==> config.mk <==
export PLATFORM = sky130hd
export DESIGN_NAME = alu_mul_sequencer
export DESIGN_NICKNAME = d
export VERILOG_FILES = /design/src/rtl/alu_pkg.sv /design/src/rtl/alu_mul_sequencer.sv
export SDC_FILE = /design/constraint.sdc
export NUM_CORES = 1
export LEC_CHECK = 0
export BUFFER_PORTS_ARGS = -buffer_cell sky130_fd_sc_hd__buf_4
export CORE_ASPECT_RATIO = 1.5
export CORE_UTILIZATION = 47
export CTS_CLUSTER_DIAMETER = 150
export DETAILED_ROUTE_END_ITERATION = 8
export PLACE_DENSITY = 0.74
export SYNTH_ARGS = -nofsm -noshare
export SYNTH_HDL_FRONTEND = slang
export SYNTH_SLANG_ARGS = --single-unit
==> constraint.sdc <==
create_clock -name clk -period 2 [get_ports clk]
set_input_delay 0.2 -clock clk [delete_from_list [all_inputs] [get_ports clk]]
set_output_delay 0.2 -clock clk [all_outputs]
set_load 0.01 [all_outputs]
==> src/rtl/alu_pkg.sv <==
// Shared ALU definitions: opcode encodings understood by the shared ALU and
// the state encoding of the multiply sequencer that borrows it.
// No ports; imported by the sequencer and by anything that drives the ALU.
package alu_pkg;

  localparam logic [2:0] ALU_ADD = 3'b000;
  localparam logic [2:0] ALU_SUB = 3'b001;
  localparam logic [2:0] ALU_AND = 3'b010;
  localparam logic [2:0] ALU_OR  = 3'b011;
  localparam logic [2:0] ALU_LUI = 3'b100;
  localparam logic [2:0] ALU_SLT = 3'b101;
  localparam logic [2:0] ALU_SLL = 3'b110;

  typedef enum logic [1:0] {
    IDLE  = 2'd0,
    ADD   = 2'd1,
    SHIFT = 2'd2,
    DONE  = 2'd3
  } mulseq_state_t;

endpackage

==> src/rtl/alu_mul_sequencer.sv <==
// Shift-add sequencer computing the low word of a*b through the shared ALU.
// Latency: DONE arrives 1 + (ADD+SHIFT steps) cycles after an accepted start when gnt stays high.
// Backpressure: each step waits in place (registers and alu_* stable) until alu_gnt is seen with alu_req.
// Ports: clk/reset_n (async active-low); start/flush control; op_a/op_b operands;
//        busy/done/product status; alu_req/alu_gnt handshake; alu_a/alu_b/alu_control to the ALU,
//        alu_result back from it.
module alu_mul_sequencer
  import alu_pkg::*;
#(
  parameter int XLEN       = 32,
  parameter int EARLY_EXIT = 1
) (
  input  logic            clk,
  input  logic            reset_n,
  input  logic            start,
  input  logic            flush,
  input  logic [XLEN-1:0] op_a,
  input  logic [XLEN-1:0] op_b,
  output logic            busy,
  output logic            done,
  output logic [XLEN-1:0] product,
  output logic            alu_req,
  input  logic            alu_gnt,
  output logic [XLEN-1:0] alu_a,
  output logic [XLEN-1:0] alu_b,
  output logic [2:0]      alu_control,
  input  logic [XLEN-1:0] alu_result
);

  localparam int  CW = $clog2(XLEN);
  localparam bit  EE = (EARLY_EXIT != 0);
  localparam logic [CW-1:0] LAST_BIT = CW'(XLEN - 1);

  mulseq_state_t   state_q, state_d;
  logic [XLEN-1:0] acc_q, acc_d;
  logic [XLEN-1:0] mcand_q, mcand_d;
  logic [XLEN-1:0] mplier_q, mplier_d;
  logic [CW-1:0]   count_q, count_d;
  logic [XLEN-1:0] product_q, product_d;
  logic [XLEN-1:0] mplier_nxt;

  always_comb begin
    state_d     = state_q;
    acc_d       = acc_q;
    mcand_d     = mcand_q;
    mplier_d    = mplier_q;
    count_d     = count_q;
    product_d   = product_q;
    busy        = 1'b0;
    done        = 1'b0;
    alu_req     = 1'b0;
    alu_a       = '0;
    alu_b       = '0;
    alu_control = ALU_ADD;
    mplier_nxt  = mplier_q >> 1;

    case (state_q)
      IDLE: begin
        if (start) begin
          acc_d    = '0;
          mcand_d  = op_a;
          mplier_d = op_b;
          count_d  = '0;
          if (EE && (op_b == '0)) begin
            // acc is being cleared on this same edge, so load the zero
            // product directly rather than the stale acc.
            state_d   = DONE;
            product_d = '0;
          end else if (op_b[0]) begin
            state_d = ADD;
          end else begin
            state_d = SHIFT;
          end
        end
      end

      ADD: begin
        busy    = 1'b1;
        alu_req = 1'b1;
        alu_a   = acc_q;
        alu_b   = mcand_q;
        if (alu_gnt) begin
          acc_d   = alu_result;
          state_d = SHIFT;
        end
      end

      SHIFT: begin
        busy        = 1'b1;
        alu_req     = 1'b1;
        alu_a       = mcand_q;
        alu_b       = XLEN'(1);
        alu_control = ALU_SLL;
        if (alu_gnt) begin
          mcand_d  = alu_result;
          mplier_d = mplier_nxt;
          count_d  = count_q + 1'b1;
          // The last bit step exits before count could wrap.
          if ((count_q == LAST_BIT) || (EE && (mplier_nxt == '0))) begin
            state_d   = DONE;
            product_d = acc_q;
          end else if (mplier_nxt[0]) begin
            state_d = ADD;
          end else begin
            state_d = SHIFT;
          end
        end
      end

      DONE: begin
        done    = 1'b1;
        state_d = IDLE;
      end

      default: state_d = IDLE;
    endcase

    // Abort wins over grant and start: no product update, no done pulse.
    if (flush) begin
      state_d   = IDLE;
      product_d = product_q;
      done      = 1'b0;
    end
  end

  always_ff @(posedge clk or negedge reset_n) begin
    if (!reset_n) begin
      state_q   <= IDLE;
      acc_q     <= '0;
      mcand_q   <= '0;
      mplier_q  <= '0;
      count_q   <= '0;
      product_q <= '0;
    end else begin
      state_q   <= state_d;
      acc_q     <= acc_d;
      mcand_q   <= mcand_d;
      mplier_q  <= mplier_d;
      count_q   <= count_d;
      product_q <= product_d;
    end
  end

  assign product = product_q;

endmodule

# [After elaboration in Yosys (flattened, before gate mapping)]
# Cells that the tools add are included.
[word_totals] word_cells=62 output_inout_bits=102 input_bits=101 regBits=135
[classes] n_addsub=1 bitwise_logic=1 reduce_logical=11 n_eq_ne=12 n_mux=31
[op_table] cell="$pmux 32 s2" count=6
[op_table] cell="$mux 32" count=9
[op_table] cell="$logic_not 32->1" count=2
[op_table] cell="$mux 2" count=8
[op_table] cell="$mux 5" count=2
[op_table] cell="$ne 2x2->1 const B" count=5
[op_table] cell="$pmux 5 s2" count=1
[op_table] cell="$ne 3x3->1 const B" count=3
[op_table] cell="$reduce_and 3->1" count=3
[op_table] cell="$pmux 2 s4" count=1
[op_table] cell="$reduce_and 6->1" count=1
[op_table] cell="$add 5x1->5 const B" count=1
[op_table] cell="$eq 5x5->1 const B" count=1
[op_table] cell="$eq 2x2->1 const B" count=2
[op_table] cell="$reduce_bool 2->1" count=2
[op_table] cell="$mux 1" count=3
[op_table] cell="$mux 3" count=1
[op_table] cell="$eq 2x1->1 const B" count=1
[op_table] cell="$logic_not 2->1" count=1
[op_table] cell="$reduce_or 2->1" count=1
[op_table] cell="$logic_or 1x1->1" count=1
[op_table] cell="$not 1->1" count=1

# [Depth between registers and ports, before layout]
[depth] word_depth=6 ltp_mapped=9 mapped_depth_nobuf=7

# [Least setup slack after synthesis]
# No wires, ideal clock.
[synth_timing] kind="register to register" from="reg state_q[0]" to="reg product_q[10], in the netlist product[10]" period_less_slack_ps=2186 t_arrival_ps=2065 path_stages_with_launch=8 setup_ps=121 n_path_buf=1 t_required_ps=1879 path_slack_ps=-186 cell_sequence="dfrtp_1 inv_1 ha_1 o21ai_1 or3_1 a211o_4 buf_6 a22o_1"
[synth_via] elab_chain_cells=3 elab_cells_between_ends=9 cone_classes="eq/ne (5); mux (1); reduce/logical (3)"
[synth_lines] element="start: declaration" line_no="alu_mul_sequencer.sv:34" rtl="mulseq_state_t state_q, state_d;"
[synth_lines] element="start signal: assignment" line_no="alu_mul_sequencer.sv:135" rtl="state_q <= state_d;"
[synth_lines] element="$eq 2x2->1 / $logic_not 2->1 (equally long branches)" line_no="alu_mul_sequencer.sv:57" rtl="case (state_q)"
[synth_lines] element="$ne 2x2->1 (no line) / $reduce_bool 2->1 (equally long branches)"
[synth_lines] element="$reduce_and 6->1 (no line)"
[synth_lines] element="end signal: assignment" line_no="alu_mul_sequencer.sv:140" rtl="product_q <= product_d;"
[synth_lines] element="end: declaration" line_no="alu_mul_sequencer.sv:39" rtl="logic [XLEN-1:0] product_q, product_d;"
# Several ways; a longest one is shown, not always the timed one.
# A chain may end at the register's enable or synchronous reset.

# [Worst setup path after layout]
[layout_timing] from="reg mplier_q[12]" to="reg product_q[25], in the netlist product[25]"
[layout_via] elab_chain_cells=4
[layout_lines] element="start: declaration" line_no="alu_mul_sequencer.sv:37" rtl="logic [XLEN-1:0] mplier_q, mplier_d;"
[layout_lines] element="start signal: assignment" line_no="alu_mul_sequencer.sv:138" rtl="mplier_q <= mplier_d;"
[layout_lines] element="$logic_not 32->1" line_no="alu_mul_sequencer.sv:99" rtl="if ((count_q == LAST_BIT) || (EE && (mplier_nxt == '0))) begin"
[layout_lines] element="$logic_or 1x1->1" line_no="alu_mul_sequencer.sv:99"
[layout_lines] element="$ne 2x2->1 (no line)"
[layout_lines] element="$reduce_and 6->1 (no line)"
# No other way between the ends.

==> flow_metrics.env <==
export IMPL_num_antenna_cells=0
export IMPL_syn_num_nets=759
export IMPL_vias_per_cell=5.98
export IMPL_p_leak_nw=4.69
export IMPL_finalSetupViolations=66
export IMPL_synth_main_ff_cell="dfrtp_1"
export IMPL_synthToLayoutAreaGrowth_pct=47.5
export IMPL_grt_pass1_wl_um=32700
export IMPL_fin_crit_sh=1.12
export IMPL_drive_above_1_share=0.359
export IMPL_post_drt_wl_per_cell_um=21.0
export IMPL_post_synth_cell_area_avg_um2=10.1
export IMPL_antenna_found_initial=0
export IMPL_ir_drop_uv=1010
export IMPL_die_area_um2=14400
export IMPL_gr_total_overflow=0
export IMPL_gp_congestion=0.845
export IMPL_drtAntennaViolNets=0
export IMPL_cp_start_kind="flip-flop"
export IMPL_synth_top_area_frac=0.512
export IMPL_synth_edf_count=0
export IMPL_status="complete, but fails checks"
export IMPL_synth_area_top_cells="dfrtp_1 (51%), mux2i_1 (9.5%), a22o_1 (8.8%), a21oi_1 (5.0%), nand2_1 (4.1%)"
export IMPL_path_max_fanout=8
export IMPL_min_path_type="in -> reg"
export IMPL_hold_viol=0
export IMPL_synth_largest_area_cell="dfrtp_1"
export IMPL_clkSinkCount=134
export IMPL_drt_pass1_iterations=7
export IMPL_dpl_cell_area_um2=8460
export IMPL_tightest_slew_ps=673
export IMPL_timing_slew_headroom=0.551
export IMPL_rows=52
export IMPL_skew_ps=8.19
export IMPL_start_util=0.484
export IMPL_path_buf_inv=3
export IMPL_h_tree_depth=4
export IMPL_vias=6318
export IMPL_cts_clk_slew_worst_paths_ps=60
export IMPL_drt_iter0_drc=342
export IMPL_syn_instance_count=652
export IMPL_cp_top_family="simple AND/OR/NAND/NOR gates"
export IMPL_async_reset_ff_frac=1.00
export IMPL_required_ps=2360
export IMPL_min_period_ps=2230
export IMPL_final_max_slew_violation_count=0
export IMPL_drc=16
export IMPL_placed_cells=1001
export IMPL_io_pins=203
export IMPL_final_cells=1056
export IMPL_wl_um=22200
export IMPL_final_cell_area_um2=9670
export IMPL_p_sw_w=0.00511
export IMPL_final_nets=988
export IMPL_ys_seq_elements=134
export IMPL_cts_buffers=17
export IMPL_root_buffer="clkbuf_16"
export IMPL_fmax_mhz=448
export IMPL_clk_path_buf_depth=2
export IMPL_path_cells="or4_4 -> nor4_4 -> a41oi_4 -> buf_6 -> nor4_4 -> buf_6 -> clkbuf_16 -> a22o_1"
export IMPL_cellPowerDensity_nw_per_um2=1360
export IMPL_p_int_w=0.00807
export IMPL_slowest_stage="or4_4"
export IMPL_fillCellCount=982
export IMPL_power_share_combinational=0.422
export IMPL_hold_slack_ps=17.5
export IMPL_cpPeakStageDelay_ps=550
export IMPL_place_hpwl_um=13400
export IMPL_violations="DRC, setup timing"
export IMPL_ys_warnings_count=0
export IMPL_drv_cap=0
export IMPL_rsz0062_at_grt="yes"
export IMPL_core_area_um2=13500
export IMPL_die_w_um=98.4
export IMPL_worst_setup_path_type="reg -> reg"
export IMPL_clkPwrFrac=0.244
export IMPL_cp_arrival_ps=2590
export IMPL_synth_cell_type_count=38
export IMPL_die_y_um=147
export IMPL_port_buffers=201
export IMPL_grt_max_degree=70
export IMPL_yosys_top_cells_count="dfrtp_1 (134), nand2_1 (71), a21oi_1 (66), a22o_1 (66), nor2_1 (66)"
export IMPL_crit_path_end_kind="flip-flop"
export IMPL_switching_share=0.388
export IMPL_fin_ws_ps=-234
export IMPL_cts_tree="yes"
export IMPL_worstSkewPairLatency_ps=420
export IMPL_first_global_vias=6354
export IMPL_synth_area_um2=6550
export IMPL_synth_most_common_cell="dfrtp_1"
export IMPL_grt_util_all_layers=0.293
export IMPL_pwr_share_seq=0.334
export IMPL_yosysSeqAreaShare=0.512
[metal layers]
layer | up-vias | track usage | wire [um]
met5 | - | 0 | 0
li1 | 2805 | - | -
met3 | 63 | 0.0737 | 1560
met2 | 306 | 0.516 | 11600
met1 | 3144 | 0.337 | 8140
met4 | 0 | 0.124 | 877
[worst register-to-register path, delay by kind of cell, from the launching register on]
family | cells | cell delay [ps]
AO/OA/AOI/OAI | 2 | 370
buffers and inverters | 3 | 530
AND/OR/NAND/NOR | 3 | 880
flip-flops | 1 | 380
[flip-flops by register name (all words and copies together), names as in the netlist]
register  count
mcand_q      32
state_q       2
product      32
mplier_q     31
acc_q        32
count_q       5
[cell usage in the layout, fill, tap and decap left out, types with 2 or more instances in the layout]
cell        instances
buf_4             198
dfrtp_1           134
nand2_1            71
a22o_1             66
a21oi_1            66
nor2_1             65
mux2i_1            62
buf_6              45
nand3_1            32
and3_1             30
clkbuf_16          23
nor4_1             12
buf_12              9
o21ai_0             8
nor2b_1             4
nor4_4              4
clkinvlp_4          4
and3_4              3
inv_2               3
nand4_1             3
nor3_1              3
ha_4                3
bufinv_16           3
clkinv_4            3
clkinv_2            3
buf_16              3
and2_4              2
a21o_1              2
inv_1               2
a22oi_1             2
ha_1                2
inv_6               2
[power by group through the flow]
| stage | clock network (W) | registers (W) | logic (W) |
|---|---|---|---|
| 2_1_floorplan | 0 | 0.00422 | 0.00297 |
| 3_3_place_gp | 0 | 0.00437 | 0.00455 |
| 3_5_place_dp | 0 | 0.00443 | 0.00474 |
| 4_1_cts | 0.00322 | 0.00438 | 0.00514 |
| 5_1_grt | 0.00336 | 0.00451 | 0.00601 |
| 6_report | 0.00321 | 0.00441 | 0.00556 |
[logic make-up (layout without fill, tap and decap cells)]
family,count (synthesis),in the layout,synth area share
AND/OR/NAND/NOR,237,237,0.177
AO/OA/AOI/OAI,152,153,0.162
flip-flops,134,134,0.512
multiplexers,62,62,0.0947
buffers and inverters,60,301,0.0420
adder cells (fa/ha/maj),6,6,0.0115
other,1,1,0.000572
[area by class of cell]
| cell class | instances | area, um^2 | share of cell area |
|---|---|---|---|
| Inverter | 5 | 18.8 | 0.00194 |
| Clock buffer | 17 | 425 | 0.0440 |
| Multi-Input combinational cell | 459 | 3020 | 0.313 |
| Clock inverter | 15 | 179 | 0.0185 |
| Timing Repair Buffer | 264 | 2460 | 0.255 |
| Sequential cell | 134 | 3350 | 0.347 |
| Tap cell | 162 | 203 | 0.0210 |
[through the flow]
| stage | setup WS [ps] | setup TNS, ps | utilization | total power [W] |
|---|---|---|---|---|
| after floorplan | -67.7 | -2030 | - | 0.00719 |
| after global placement | -109 | -3420 | 0.625 | 0.00892 |
| after detailed placement | -153 | -4550 | 0.625 | 0.00917 |
| after CTS | -183 | -7900 | 0.696 | 0.0127 |
| after global routing | -294 | -13530 | 0.714 | 0.0139 |
| final | -234 | -9970 | 0.714 | 0.0132 |
[what timing repair did]
| action | in CTS | in global routing |
|---|---|---|
| buffers inserted | 7 | 5 |
| pin swaps | 15 | 40 |
| endpoints found under the setup margin | 96 | 80 |
| cloned | 5 | 8 |
| hold endpoints to repair | 65 | 0 |
| resized for setup | 53 | 11 |
| hold buffers | 1 | 0 |
[worst paths after layout]
check | start | to | slack, ps | cells after the start
worst max register to register | mplier_q[12]$_DFFE_PN0P_ | product[25]$_DFFE_PN0P_ | -230 | 8
min in group asynchronous | reset_n | mcand_q[24]$_DFFE_PN0P_ | 350 | 2
worst min-delay path | alu_result[11] | acc_q[11]$_DFFE_PN0P_ | 20 | 3
worst min register to register | acc_q[0]$_DFFE_PN0P_ | acc_q[0]$_DFFE_PN0P_ | 500 | 2
max in group asynchronous | reset_n | product[3]$_DFFE_PN0P_ | 930 | 3
worst max-delay path | mplier_q[12]$_DFFE_PN0P_ | product[25]$_DFFE_PN0P_ | -230 | 8
(Power assumes the default switching activity.)
